`src/rtl/fetch_ctrl.sv`:
```
// ---------------------------------------------------------------------------
// fetch_ctrl
//
// Sequencer for the fetch stage of the 64-bit pipelined ARM CPU. It owns the
// architectural PC register (pc_q) and steers the next-PC datapath through
// its select lines. It arbitrates between sequential fetch, load-use stalls
// and branch redirects coming back from the resolve stage.
//
// Ports:
//   clk, reset      - clock and synchronous active-high reset
//   stall_in        - hazard-unit stall request (load-use)
//   br_valid        - a branch resolves this cycle
//   br_kind         - 00 cond, 01 B/BL, 10 BR (register), 11 reserved
//   br_cond_true    - condition outcome for conditional branches
//   br_pc           - PC of the resolving branch
//   next_pc         - datapath next-PC result (used on redirects)
//   norm_result     - datapath pc_base + 4 (used on sequential advance)
//   cur_pc          - PC base driven into the datapath
//   fetch_pc        - registered PC currently being fetched
//   is_BR, UncondBr, BrTaken - datapath target selects
//   fetch_valid     - instruction at fetch_pc goes into IF/ID
//   ifid_hold       - IF/ID keeps its contents
//   ifid_flush      - IF/ID is cleared to NOP
//
// Optional feature (macro FETCH_CTRL_PERF_EN):
//   perf_fetched, perf_redirects, perf_stall_cycles - 32-bit saturating
//   event counters, cleared by reset.
// ---------------------------------------------------------------------------
module fetch_ctrl #(
  parameter logic [63:0] RESET_PC   = 64'h0,
  parameter int unsigned KILL_SLOTS = 0
) (
  input  logic        clk,
  input  logic        reset,
  input  logic        stall_in,
  input  logic        br_valid,
  input  logic [1:0]  br_kind,
  input  logic        br_cond_true,
  input  logic [63:0] br_pc,
  input  logic [63:0] next_pc,
  input  logic [63:0] norm_result,
  output logic [63:0] cur_pc,
  output logic [63:0] fetch_pc,
  output logic        is_BR,
  output logic        UncondBr,
  output logic        BrTaken,
  output logic        fetch_valid,
  output logic        ifid_hold,
  output logic        ifid_flush
`ifdef FETCH_CTRL_PERF_EN
  ,
  output logic [31:0] perf_fetched,
  output logic [31:0] perf_redirects,
  output logic [31:0] perf_stall_cycles
`endif
);

  localparam logic [1:0] BOOT   = 2'd0;
  localparam logic [1:0] RUN    = 2'd1;
  localparam logic [1:0] STALL  = 2'd2;
  localparam logic [1:0] SQUASH = 2'd3;

  // The redirect cycle itself is the first bubble, so SQUASH only needs to
  // cover the remaining KILL_SLOTS cycles; the counter is loaded with one
  // less because SQUASH exits once it sees zero.
  localparam logic [2:0] SQUASH_INIT =
    (KILL_SLOTS > 0) ? 3'(KILL_SLOTS - 1) : 3'd0;

  logic [1:0]  state_q, state_d;
  logic [63:0] pc_q, pc_d;
  logic [2:0]  squash_cnt, squash_cnt_d;
  logic        br_active;
  logic        taken;

  // Branch decode is only meaningful while the pipe is live (RUN/STALL);
  // in BOOT and SQUASH any br_valid belongs to an instruction being killed.
  always_comb begin
    br_active = !reset && br_valid && (state_q == RUN || state_q == STALL);
    is_BR     = br_active && (br_kind == 2'b10);
    UncondBr  = br_active && (br_kind == 2'b01);
    BrTaken   = br_active && ((br_kind == 2'b01) ||
                              (br_kind == 2'b00 && br_cond_true));
    taken     = is_BR || BrTaken;
    cur_pc    = reset ? RESET_PC : (taken ? br_pc : pc_q);
    fetch_pc  = reset ? RESET_PC : pc_q;
  end

  // Next-state and IF/ID control. A taken redirect outranks a stall because
  // the stalling instruction is younger than the branch and gets squashed.
  always_comb begin
    state_d      = state_q;
    pc_d         = pc_q;
    squash_cnt_d = squash_cnt;
    fetch_valid  = 1'b0;
    ifid_hold    = 1'b0;
    ifid_flush   = 1'b0;
    if (reset) begin
      ifid_flush = 1'b1;
    end else begin
      case (state_q)
        BOOT: begin
          ifid_flush = 1'b1;
          state_d    = RUN;
        end
        RUN, STALL: begin
          if (taken) begin
            pc_d       = next_pc;
            ifid_flush = 1'b1;
            if (KILL_SLOTS > 0) begin
              state_d      = SQUASH;
              squash_cnt_d = SQUASH_INIT;
            end else begin
              state_d = RUN;
            end
          end else if (stall_in) begin
            ifid_hold = 1'b1;
            state_d   = STALL;
          end else begin
            pc_d        = norm_result;
            fetch_valid = 1'b1;
            state_d     = RUN;
          end
        end
        default: begin
          ifid_flush = 1'b1;
          if (squash_cnt == 3'd0) begin
            state_d = RUN;
          end else begin
            squash_cnt_d = squash_cnt - 3'd1;
          end
        end
      endcase
    end
  end

  // State registers; reset abandons everything in the same cycle.
  always_ff @(posedge clk) begin
    if (reset) begin
      state_q    <= BOOT;
      pc_q       <= RESET_PC;
      squash_cnt <= 3'd0;
    end else begin
      state_q    <= state_d;
      pc_q       <= pc_d;
      squash_cnt <= squash_cnt_d;
    end
  end

`ifdef FETCH_CTRL_PERF_EN
  // Event counters stick at all-ones instead of wrapping.
  always_ff @(posedge clk) begin
    if (reset) begin
      perf_fetched      <= 32'd0;
      perf_redirects    <= 32'd0;
      perf_stall_cycles <= 32'd0;
    end else begin
      if (fetch_valid && perf_fetched != 32'hFFFF_FFFF)
        perf_fetched <= perf_fetched + 32'd1;
      if (taken && perf_redirects != 32'hFFFF_FFFF)
        perf_redirects <= perf_redirects + 32'd1;
      if (ifid_hold && perf_stall_cycles != 32'hFFFF_FFFF)
        perf_stall_cycles <= perf_stall_cycles + 32'd1;
    end
  end
`endif

endmodule

```
`config.mk`:
```
export PLATFORM = sky130hd
export DESIGN_NAME = fetch_ctrl
export DESIGN_NICKNAME = d
export VERILOG_FILES = /design/src/rtl/fetch_ctrl.sv
export SDC_FILE = /design/constraint.sdc
export NUM_CORES = 1
export LEC_CHECK = 0
export ABC_AREA = 1
export CAP_MARGIN = 30
export CORE_UTILIZATION = 30
export DETAILED_ROUTE_END_ITERATION = 10
export GPL_ROUTABILITY_DRIVEN = 0
export HOLD_SLACK_MARGIN = 0.05
export PLACE_DENSITY = 0.66
export SETUP_SLACK_MARGIN = 0.15
export SYNTH_ARGS = -nofsm -noshare
export SYNTH_HDL_FRONTEND = slang
export SYNTH_SLANG_ARGS = --single-unit
```
`constraint.sdc`:
```
create_clock -name clk -period 2.5 [get_ports clk]
set_clock_uncertainty 0.05 [all_clocks]
set_input_delay 0.5 -clock clk [delete_from_list [all_inputs] [get_ports clk]]
set_output_delay 0.5 -clock clk [all_outputs]
set_load 0.05 [all_outputs]
```
==> impl_metrics.xml, run 1 <==
<?xml version="1.0" encoding="UTF-8"?>
<metrics>
  <group name="logic_synthesis">
    <metric name="mappedNetlistNets" unit="">1094</metric>
    <metric name="synth.cell_area" unit="mm^2">0.004820</metric>
    <metric name="synth.top_cells.by_area" unit="">dfxtp_1 29%, nand2_1 21%, nor2_1 16%</metric>
    <metric name="main_synth_ff_type" unit="">dfxtp_1</metric>
    <metric name="post-synth-top-area-fraction" unit="">0.2866</metric>
    <metric name="yosys.cell_types.count" unit="">15</metric>
    <metric name="synth_largest_area_cell" unit="">dfxtp_1</metric>
    <metric name="netlist_top_cells_count" unit="">267 x nand2_1, 201 x nor2_1, 75 x inv_1, 69 x a21oi_1, 69 x dfxtp_1</metric>
    <metric name="synth-seq-cells" unit="">69</metric>
    <metric name="yosys_warnings" unit="">0</metric>
    <metric name="post-synth-top-count-cell" unit="">nand2_1</metric>
    <metric name="syn_inst" unit="">891</metric>
    <metric name="syn_area_per_cell" unit="um^2">5.409</metric>
    <metric name="seq_area_frac_synth" unit="">0.2866</metric>
    <metric name="synth_async_reset_ratio" unit="">0</metric>
    <metric name="synth_enable_flop_cells" unit="">0</metric>
  </group>
  <group name="floorplanning">
    <metric name="number_of_top_level_pins" unit="">333</metric>
    <metric name="floorplan.die_area" unit="mm^2">0.01658</metric>
    <metric name="die_w" unit="um">128.8</metric>
    <metric name="rows" unit="">45</metric>
    <metric name="die_height" unit="um">128.8</metric>
    <metric name="initial_utilization" unit="">0.3124</metric>
    <metric name="fp.coreArea" unit="mm^2">0.01543</metric>
  </group>
  <group name="cts">
    <metric name="clk_root_buffer_cell" unit="">clkbuf_16</metric>
    <metric name="clkTransAtPathRegs" unit="ps">60</metric>
    <metric name="post_cts_hold_buffer_count" unit="">0</metric>
    <metric name="cts_inserted_buffers" unit="">9</metric>
    <metric name="clockBufferDepth" unit="">2</metric>
    <metric name="worstSkewPairLatency" unit="ps">330</metric>
    <metric name="cts_tree" unit="">built</metric>
    <metric name="ctsHtreeMaxLevel" unit="">3</metric>
    <metric name="cts.sink_count" unit="">69</metric>
  </group>
  <group name="timing">
    <metric name="worst-slew-pin-transition" unit="ps">643.1</metric>
    <metric name="post-route-period-util" unit="">1.052</metric>
    <metric name="timing.slew.headroom" unit="">0.5713</metric>
    <metric name="report.final.hold_viol_count" unit="">0</metric>
    <metric name="fin_hold_ws" unit="ps">426.9</metric>
    <metric name="clock.fmax" unit="MHz">380.1</metric>
    <metric name="setup-violations-final" unit="">61</metric>
    <metric name="timing.final.ws_setup" unit="ps">-130.8</metric>
    <metric name="final-max-slew-violation-count" unit="">0</metric>
    <metric name="grt_setup_unrepaired" unit="">yes</metric>
    <metric name="finalWorstPathRequiredPeriod" unit="ps">2631</metric>
  </group>
  <group name="finish">
    <metric name="layout_overhead_on_the_synthesized_area" unit="%">119.8</metric>
    <metric name="area_taken_by_multi_input_logic_gates" unit="mm^2">0.003700</metric>
    <metric name="num_antenna_cells" unit="">0</metric>
    <metric name="post-route-cell-area" unit="mm^2">0.01059</metric>
    <metric name="nets" unit="">1438</metric>
    <metric name="ff_latch_area" unit="mm^2">0.001384</metric>
    <metric name="fillerInstances" unit="">1371</metric>
    <metric name="final_layout_size_suffix_gt1_frac" unit="">0.2669</metric>
    <metric name="layout.core_utilization" unit="">0.6867</metric>
  </group>
  <group name="setup_path">
    <metric name="cpMostUsedCell" unit="">buf_12</metric>
    <metric name="cp_slowest_stage_delay" unit="ps">340</metric>
    <metric name="critPathRequiredTime" unit="ps">1950</metric>
    <metric name="worstPathBufferInverterCount" unit="">7</metric>
    <metric name="cp.arrival" unit="ps">2080</metric>
    <metric name="worstPathCellList" unit="">inv_2 &gt; ha_4 &gt; inv_4 &gt; nor2_4 &gt; o21ai_4 &gt; buf_12 &gt; buf_16 &gt; buf_12 &gt; buf_6 &gt; a21oi_4 &gt; buf_12</metric>
    <metric name="critical_path.top_delay_family" unit="">buffers and inverters</metric>
    <metric name="ff2ff_setup_slack" unit="ps">320</metric>
    <metric name="crit_type" unit="">register to primary output</metric>
    <metric name="crit_path_top_delay_cell" unit="">dfxtp_2</metric>
    <metric name="path_max_fanout" unit="">7</metric>
    <metric name="critPathCaptureType" unit="">primary output</metric>
    <metric name="cp-start-kind" unit="">register</metric>
  </group>
  <group name="pwr">
    <metric name="power.share.switching" unit="">0.3670</metric>
    <metric name="maximum_vdd_drop" unit="uV">392.2</metric>
    <metric name="switchingPower" unit="uW">1877</metric>
    <metric name="share_comb_of_total_power" unit="">0.465</metric>
    <metric name="pint" unit="uW">3237</metric>
    <metric name="power" unit="uW">5114</metric>
    <metric name="power.clock.fraction" unit="">0.292</metric>
    <metric name="share_seq_of_total_power" unit="">0.243</metric>
    <metric name="p_per_area" unit="mW/mm^2">482.7</metric>
    <metric name="power.leakage" unit="uW">0.004861</metric>
  </group>
  <group name="run_status">
    <metric name="run_status" unit="">finished, violations left</metric>
    <metric name="violations" unit="">setup timing</metric>
  </group>
  <group name="global_routing">
    <metric name="grt_start_max_net_pins" unit="">133</metric>
    <metric name="first_pass_grt_wire_length" unit="mm">32.55</metric>
    <metric name="grt_overflow_total" unit="">0</metric>
    <metric name="first_global_vias" unit="">6347</metric>
    <metric name="number_of_antenna_violations_at_the_first_check_in_global_routing" unit="">0</metric>
    <metric name="global_route.usage.total" unit="">0.2524</metric>
  </group>
  <group name="route">
    <metric name="drcViolationCount" unit="">0</metric>
    <metric name="detailroute.via_count" unit="">6785</metric>
    <metric name="post_drt_via_cell_ratio" unit="">4.676</metric>
    <metric name="drt_iter0_drc" unit="">431</metric>
    <metric name="ant_nets" unit="">0</metric>
    <metric name="detail_route.wirelength" unit="mm">22.23</metric>
    <metric name="avgRoutedWirePerCell" unit="um">15.32</metric>
    <metric name="first_pass_iteration_count_of_the_detailed_router" unit="">4</metric>
  </group>
  <group name="place">
    <metric name="final_hpwl_dp" unit="mm">14.81</metric>
    <metric name="placed_cell_area" unit="mm^2">0.009335</metric>
    <metric name="pre_cts_ws" unit="ps">-302.7</metric>
    <metric name="io_buffer_count" unit="">332</metric>
  </group>
  <group name="hold_path">
    <metric name="min_path_type" unit="">register to register</metric>
  </group>
  <group name="run">
    <metric name="max-cap-violations" unit="">0</metric>
  </group>
</metrics>
==> cell type report <==
type                            count  share of cell area
Timing Repair Buffer              402              0.4356
Multi-Input combinational cell    677              0.3492
Sequential cell                    69              0.1306
Inverter                           76             0.02740
Tap cell                          211             0.02492
Clock buffer                       12             0.02327
Clock inverter                      4            0.008976
==> cells in the final DEF, fill, tap and decap left out, types with 6 or more instances in the layout <==
cell type        count
clkdlybuf4s50_1    193
buf_12              57
nand2_1            263
buf_16               6
o21ai_1             21
buf_6               42
nor2_1             195
o21ai_2             25
clkbuf_16           13
a21oi_2             10
buf_4               88
dfxtp_1             67
inv_1               72
nand3_1             65
a21oi_4             54
o21ai_0             20
buf_8                7
==> kinds of logic (layout without fill, tap and decap cells) <==
kind of cell               count (synthesis)  after routing  synth area share
buffers and inverters                    145            494            0.1254
adders and majority gates                  4              4           0.01038
and+or+nand+nor                          536            536            0.4354
AOI/OAI and AO/OA                        137            137            0.1423
DFF                                       69             69            0.2866
==> worst min-delay path, stage by stage, from the launching register on <==
cell,delay [ps]
dfxtp_1,300
inv_1,70
a21oi_1,60
==> layer usage <==
metal | track usage | share of wire | up-vias
li1 | - | - | 3444
met5 | 0 | 0 | -
met1 | 0.2828 | 0.40 | 3066
met3 | 0.05655 | 0.066 | 36
met2 | 0.4639 | 0.51 | 239
met4 | 0.09481 | 0.026 | 0
==> power groups by stage <==
stage	clock network (uW)	registers (uW)	logic (uW)
after detailed placement	0	1270	2180
after global placement	0	1260	2170
after global routing	1570	1250	2540
after floorplan	0	1260	1280
final	1490	1240	2380
after CTS	1510	1240	2260
==> metrics by stage <==
| stage | TNS (ps) | cells |
|---|---|---|
| 5_1_grt | -7000 | 1451 |
| 2_1_floorplan | 0 | 891 |
| 6_report | -2794 | 1451 |
| 3_3_place_gp | -14630 | 1405 |
| 4_1_cts | -5464 | 1431 |
| 3_5_place_dp | -15930 | 1405 |
==> path summary, 6_finish.rpt <==
path,startpoint,end,depth (start not counted)
min,squash_cnt[2],squash_cnt[2],2
min reg2reg,squash_cnt[2],squash_cnt[2],2
max reg2reg,state_q[0],pc_q[0],10
max,state_q[0],cur_pc[49],11
==> flip-flops by register name (all words and copies together) (netlist names) <==
signal      count
state_q         2
squash_cnt      3
pc_q           64
==> repair_timing <==
action                                  4_1_cts  5_1_grt
buffers inserted                              8       14
endpoints found under the setup margin       71       69
pin swaps                                     5       36
cloned                                        2        6
resized for setup                            83       98
Power figures use the tool's default switching activity.
==> inputs of run 2 (changes only) <==
- SLEW_MARGIN: not set -> 40
==> results of run 2 <==
Same layout as run 1: the final DEF is identical, and so are final timing and power.
